**src/rtl/tcam_pkg.sv**
```systemverilog
// Shared definitions for the TCAM update/lookup controller.
// The widths and the write-sweep length belong to the TCAM primitive in the parent.
// This controller has to stay aligned with that primitive.
package tcam_pkg;

   localparam int TCAM_DEPTH = 512;
   localparam int TCAM_WIDTH = 36;
   // Cycles the TCAM needs to rewrite one entry (one LUTRAM address sweep).
   localparam int WR_CYCLES  = 64;
   localparam int TCAM_AW    = $clog2(TCAM_DEPTH);

   typedef enum logic [0:0] {
      IDLE  = 1'b0,
      WRITE = 1'b1
   } state_t;

   typedef struct packed {
      logic [TCAM_AW-1:0]    addr;
      logic [TCAM_WIDTH-1:0] patt;
      logic [TCAM_WIDTH-1:0] mask;
   } upd_req_t;

endpackage

```
**src/rtl/tcam_update_ctrl.sv**
```systemverilog
// Sequences rule updates and lookups onto a LUTRAM-based TCAM.
// An update holds the write port for WR_CYCLES cycles while the TCAM sweeps its internal address counter.
// Lookups are blocked during that time.
// A shadow counter tracks the TCAM's internal sweep counter.
// Leaving WRITE on its terminal value guarantees that both counters are zero in IDLE.
// Lookups are pipelined with a fixed latency of 2 and can be issued every cycle.
module tcam_update_ctrl #(
   parameter int DEPTH     = tcam_pkg::TCAM_DEPTH,
   parameter int WIDTH     = tcam_pkg::TCAM_WIDTH,
   parameter int WR_CYCLES = tcam_pkg::WR_CYCLES
) (
   input  logic                     clk,
   input  logic                     rst_n,
   // update request
   input  logic                     upd_valid,
   output logic                     upd_ready,
   input  logic [$clog2(DEPTH)-1:0] upd_addr,
   input  logic [WIDTH-1:0]         upd_patt,
   input  logic [WIDTH-1:0]         upd_mask,
   output logic                     upd_done,
   // lookup request and result
   input  logic                     lkp_valid,
   output logic                     lkp_ready,
   input  logic [WIDTH-1:0]         lkp_key,
   output logic                     res_valid,
   output logic                     res_match,
   output logic [$clog2(DEPTH)-1:0] res_addr,
   output logic                     busy,
   // TCAM primitive interface
   output logic                     tcam_wEn,
   output logic [$clog2(DEPTH)-1:0] tcam_wAddr,
   output logic [WIDTH-1:0]         tcam_wPatt,
   output logic [WIDTH-1:0]         tcam_wMask,
   output logic [WIDTH-1:0]         tcam_mPatt,
   input  logic                     tcam_match,
   input  logic [$clog2(DEPTH)-1:0] tcam_mAddr
);

   import tcam_pkg::*;

   localparam int AW = $clog2(DEPTH);
   localparam int CW = $clog2(WR_CYCLES);
   localparam logic [CW-1:0] CNT_LAST = CW'(WR_CYCLES - 1);

   state_t           r_state;
   state_t           w_state_nxt;
   logic             w_upd_ready;
   logic             w_lkp_ready;
   logic             w_upd_acc;
   logic             w_lkp_acc;
   logic             w_wr_last;

   logic [CW-1:0]    r_cnt;
   logic             r_wen;
   logic             r_busy;
   logic             r_done;
   logic [AW-1:0]    r_hold_addr;
   logic [WIDTH-1:0] r_hold_patt;
   logic [WIDTH-1:0] r_hold_mask;

   logic [WIDTH-1:0] r_mpatt;
   logic             r_lkp_p1;
   logic             r_res_valid;
   logic             r_res_match;
   logic [AW-1:0]    r_res_addr;

   // State register of the IDLE/WRITE controller.
   always_ff @(posedge clk) begin
      if (!rst_n) begin
         r_state <= IDLE;
      end else begin
         r_state <= w_state_nxt;
      end
   end

   // Next state, handshake readiness and accept decodes; an update beats a simultaneous lookup.
   always_comb begin
      w_state_nxt = r_state;
      w_upd_ready = 1'b0;
      w_lkp_ready = 1'b0;
      w_upd_acc   = 1'b0;
      w_lkp_acc   = 1'b0;
      w_wr_last   = 1'b0;
      case (r_state)
         IDLE: begin
            w_upd_ready = 1'b1;
            w_lkp_ready = !upd_valid;
            w_lkp_acc   = lkp_valid && !upd_valid;
            if (upd_valid) begin
               w_upd_acc   = 1'b1;
               w_state_nxt = WRITE;
            end else begin
               w_upd_acc   = 1'b0;
               w_state_nxt = IDLE;
            end
         end
         WRITE: begin
            if (r_cnt == CNT_LAST) begin
               w_wr_last   = 1'b1;
               w_state_nxt = IDLE;
            end else begin
               w_wr_last   = 1'b0;
               w_state_nxt = WRITE;
            end
         end
         default: begin
            w_state_nxt = IDLE;
         end
      endcase
   end

   // Write side: capture the request, run the shadow sweep counter, drive write enable and completion pulse.
   always_ff @(posedge clk) begin
      if (!rst_n) begin
         r_cnt       <= '0;
         r_wen       <= 1'b0;
         r_busy      <= 1'b0;
         r_done      <= 1'b0;
         r_hold_addr <= '0;
         r_hold_patt <= '0;
         r_hold_mask <= '0;
      end else begin
         r_done <= w_wr_last;
         if (w_upd_acc) begin
            r_hold_addr <= upd_addr;
            r_hold_patt <= upd_patt;
            r_hold_mask <= upd_mask;
            r_cnt       <= '0;
            r_wen       <= 1'b1;
            r_busy      <= 1'b1;
         end else if (w_wr_last) begin
            r_cnt  <= '0;
            r_wen  <= 1'b0;
            r_busy <= 1'b0;
         end else if (r_wen) begin
            r_cnt <= r_cnt + 1'b1;
         end
      end
   end

   // Lookup pipeline: register the key, then sample the TCAM result one cycle later.
   always_ff @(posedge clk) begin
      if (!rst_n) begin
         r_mpatt     <= '0;
         r_lkp_p1    <= 1'b0;
         r_res_valid <= 1'b0;
         r_res_match <= 1'b0;
         r_res_addr  <= '0;
      end else begin
         if (w_lkp_acc) begin
            r_mpatt <= lkp_key;
         end
         r_lkp_p1    <= w_lkp_acc;
         r_res_valid <= r_lkp_p1;
         if (r_lkp_p1) begin
            r_res_match <= tcam_match;
            r_res_addr  <= tcam_mAddr;
         end
      end
   end

   assign upd_ready  = w_upd_ready;
   assign lkp_ready  = w_lkp_ready;
   assign upd_done   = r_done;
   assign busy       = r_busy;
   assign tcam_wEn   = r_wen;
   assign tcam_wAddr = r_hold_addr;
   assign tcam_wPatt = r_hold_patt;
   assign tcam_wMask = r_hold_mask;
   assign tcam_mPatt = r_mpatt;
   assign res_valid  = r_res_valid;
   assign res_match  = r_res_match;
   assign res_addr   = r_res_addr;

endmodule

```
**config.mk**
```make
export PLATFORM = sky130hd
export DESIGN_NAME = tcam_update_ctrl
export DESIGN_NICKNAME = d
export VERILOG_FILES = /design/src/rtl/tcam_pkg.sv /design/src/rtl/tcam_update_ctrl.sv
export SDC_FILE = /design/constraint.sdc
export NUM_CORES = 1
export LEC_CHECK = 0
export BUFFER_PORTS_ARGS = -buffer_cell sky130_fd_sc_hd__buf_2
export CAP_MARGIN = 25
export CORE_MARGIN = 8
export CORE_UTILIZATION = 49
export DETAILED_ROUTE_END_ITERATION = 8
export GPL_ROUTABILITY_DRIVEN = 0
export PLACE_DENSITY = 0.85
export SYNTH_ARGS = -nofsm -noshare
export SYNTH_HDL_FRONTEND = slang
export SYNTH_SLANG_ARGS = --single-unit
```
**constraint.sdc**
```tcl
create_clock -name clk -period 3.7 [get_ports clk]
set_clock_uncertainty 0.2 [all_clocks]
set_input_delay 0.185 -clock clk [delete_from_list [all_inputs] [get_ports clk]]
set_output_delay 0.185 -clock clk [all_outputs]
set_load 0.005 [all_outputs]
```
==> qor.csv <==
stage,metric,value,unit
status,status,completed,
sta,period_needed,2.15,ns
final_layout,fillers,561,
sta,worstMarginPinSlew,0.999,ns
grt,grt_antenna_before_repair,2,
sta,worst_slew_margin_rel,33.4,%
final_layout,syn2layout_area_growth,61.1,%
worst_setup_path,crit_path_max_incr_delay,0.71,ns
synth,yosys.area.top_type_share,53.2,%
cts,postCtsSetupBuffers,0,
worst_setup_path,crit_chain,nand2b_2 > buf_12 > nand2_1 > a21boi_1,
flow_run,maxCapViolCount,0,
sta,finalSetupTns,0,ns
worst_setup_path,slowest_stage,nand2b_2,
synth,syn_area_per_cell,8.87,sq um
sta,fmax,465,MHz
detailed_routing,ant_nets,0,
cts,clk_pin_slew_worst_paths,0.06,ns
grt,overflow,0,
synth,syn_nets,717,
synth,yosys-top-cells-count,"nand2_1 (235), dfxtp_1 (138), a21boi_1 (110), clkbuf_1 (15), buf_6 (13)",
final_layout,final_nets,1090,
grt,grt_pass1_wl,30400,um
synth,synthArstFlopShare,0,%
sta,finalSetupViolations,0,
floorplan,rows,37,
worst_setup_path,worstPathArrival,2.37,ns
sta,rsz0062_at_grt,no,
floorplan,coreArea,0.0103,sq mm
cts,worst_skew_pair.late_latency,0.50,ns
worst_setup_path,cp_max_fo,47,
synth,synth_seq_area_share,53.2,%
detailed_routing,wl,19600,um
cts,h-tree-depth,4,
synth,synth_edf_count,0,
worst_setup_path,start_kind,register,
synth,synth-seq-cells,138,
synth,synthCells,585,
floorplan,initial_utilization,50.3,%
synth,yosys.area.top_type,dfxtp_1,
pwr,p_per_area,443,mW/mm^2
detailed_routing,drcViolationCount,0,
worst_setup_path,path_class,reg -> reg,
detailed_routing,drt_iter0_markers,532,
synth,synth-warning-count,0,
final_layout,utilization,81.0,%
detailed_routing,dr.pass1.iters,5,
worst_setup_path,cp.required,3.92,ns
synth,yosys.cell_types.count,26,
detailed_routing,vias,5681,
place,dp_hpwl,10600,um
detailed_routing,wl_per_cell,17.6,um
final_layout,drive_gt1_share,31.1,%
pwr,p_leak,3.86,nW
cts,cts_tree,built,
floorplan,dieArea,0.0141,sq mm
synth,ys.flop_type,dfxtp_1,
synth,synthesis.area,0.00519,sq mm
floorplan,num_io_pins,264,
sta,whs,0.194,ns
synth,synthTopCellsByArea,"dfxtp_1 (53%), nand2_1 (17%), a21boi_1 (16%)",
cts,cts-root-buf,clkbuf_8,
cts,cts_hold_buf,128,
sta,fin_crit_sh,58.1,%
min_path,hp-class,in -> reg,
cts,cts_buffers,17,
cts,clkSinkCount,138,
pwr,ir_drop,0.000306,V
worst_setup_path,endpoint_kind,register,
sta,hold_viol_final,0,
cts,clockBufferDepth,2,
sta,drv_slew,0,
cts,ctsResizeCount,0,
grt,grt_max_degree,71,
floorplan,fp.dieW,119,um
synth,synth_most_common_cell,nand2_1,
grt,grt_pass1_vias,5981,
floorplan,die_height,119,um
grt,grt_use_total,26.7,%
place,portBuffers,263,
detailed_routing,avgViaCountPerCell,5.11,
[kinds of logic after synthesis]
logic type               Yosys count  share of synthesized area, %
AND/OR/NAND/NOR                  266                          20.6
AO/OA/AOI/OAI                    122                          17.6
flip-flops                       138                          53.2
adder cells (fa/ha/maj)            1                         0.241
buffers and inverters             43                          5.47
multiplexers                      11                          2.12
XOR/XNOR                           4                         0.675
[report_power, final]
part	switching [mW]	internal, mW
logic	0.222	0.264
registers	0.0427	1.56
clock network	0.650	0.964
total	0.914	2.79
[stage by stage]
stage / power [mW] / cells / area [sq um] / worst slack [ns]
6_report: 3.70 / 1112 / 8360 / 1.55
3_5_place_dp: 1.99 / 947 / 6500 / 1.65
5_1_grt: 3.84 / 1109 / 8350 / 1.43
4_1_cts: 3.69 / 1107 / 8350 / 1.62
3_3_place_gp: 1.97 / 946 / 6470 / 1.69
2_1_floorplan: 1.81 / 585 / 5190 / 2.29
[worst paths after layout]
path	start	to	slack, ns	cells past startpoint
setup / recovery	r_state	tcam_wPatt[20]	1.55	4
hold reg to reg	tcam_wMask[22]	tcam_wMask[22]	0.25	2
hold / removal	lkp_valid	tcam_mPatt[7]	0.19	5
setup reg to reg	r_state	tcam_wPatt[20]	1.55	4
[worst max-delay path, delay by kind of cell, from the launching register on]
family	cells	cell delay [ns]
AO/OA/AOI/OAI	1	0.20
buffers and inverters	1	0.31
AND/OR/NAND/NOR	2	0.82
flip-flops	1	0.52
[routing by layer]
| metal | share of wire [%] | routed length, um | track usage [%] |
|---|---|---|---|
| met5 | 0 | 0 | 0 |
| met4 | 6.7 | 1310 | 20.8 |
| met3 | 8.0 | 1560 | 9.45 |
| met2 | 52 | 10100 | 47.4 |
| met1 | 34 | 6620 | 24.7 |
[area by class of cell]
cell class	instances	area, sq um	share of cell area (%)
clock buffers	19	422	5.04
inverters	1	3.75	0.0449
multi-input cells	404	2150	25.7
repair buffers	396	2690	32.2
well taps	136	170	2.04
diodes	5	12.5	0.150
clock inverters	13	145	1.74
flip-flops and latches	138	2760	33.0
[cell usage in the layout (no fill, tap or decap), types with 2 or more instances in the layout]
master and instances:
o21ai_0 2, clkbuf_1 2, and2_1 3, clkinvlp_4 6
dlygate4sd3_1 128, mux2i_1 11, nor2b_1 10, inv_6 3
nor2_1 7, clkbuf_16 16, buf_12 3, xor2_1 3
bufinv_16 2, nand3_1 3, a21boi_1 110, buf_2 263
nand4_1 2, a21boi_0 8, nand2_1 235, dfxtp_1 138
diode_2 5
[sequential cells by signal (all words and copies together), names as in the netlist, 6 cells and up]
signal      count
tcam_wAddr      9
res_addr        9
r_cnt           6
tcam_wPatt     36
tcam_mPatt     36
tcam_wMask     36
Note: power is estimated with default switching activity, not from simulation.
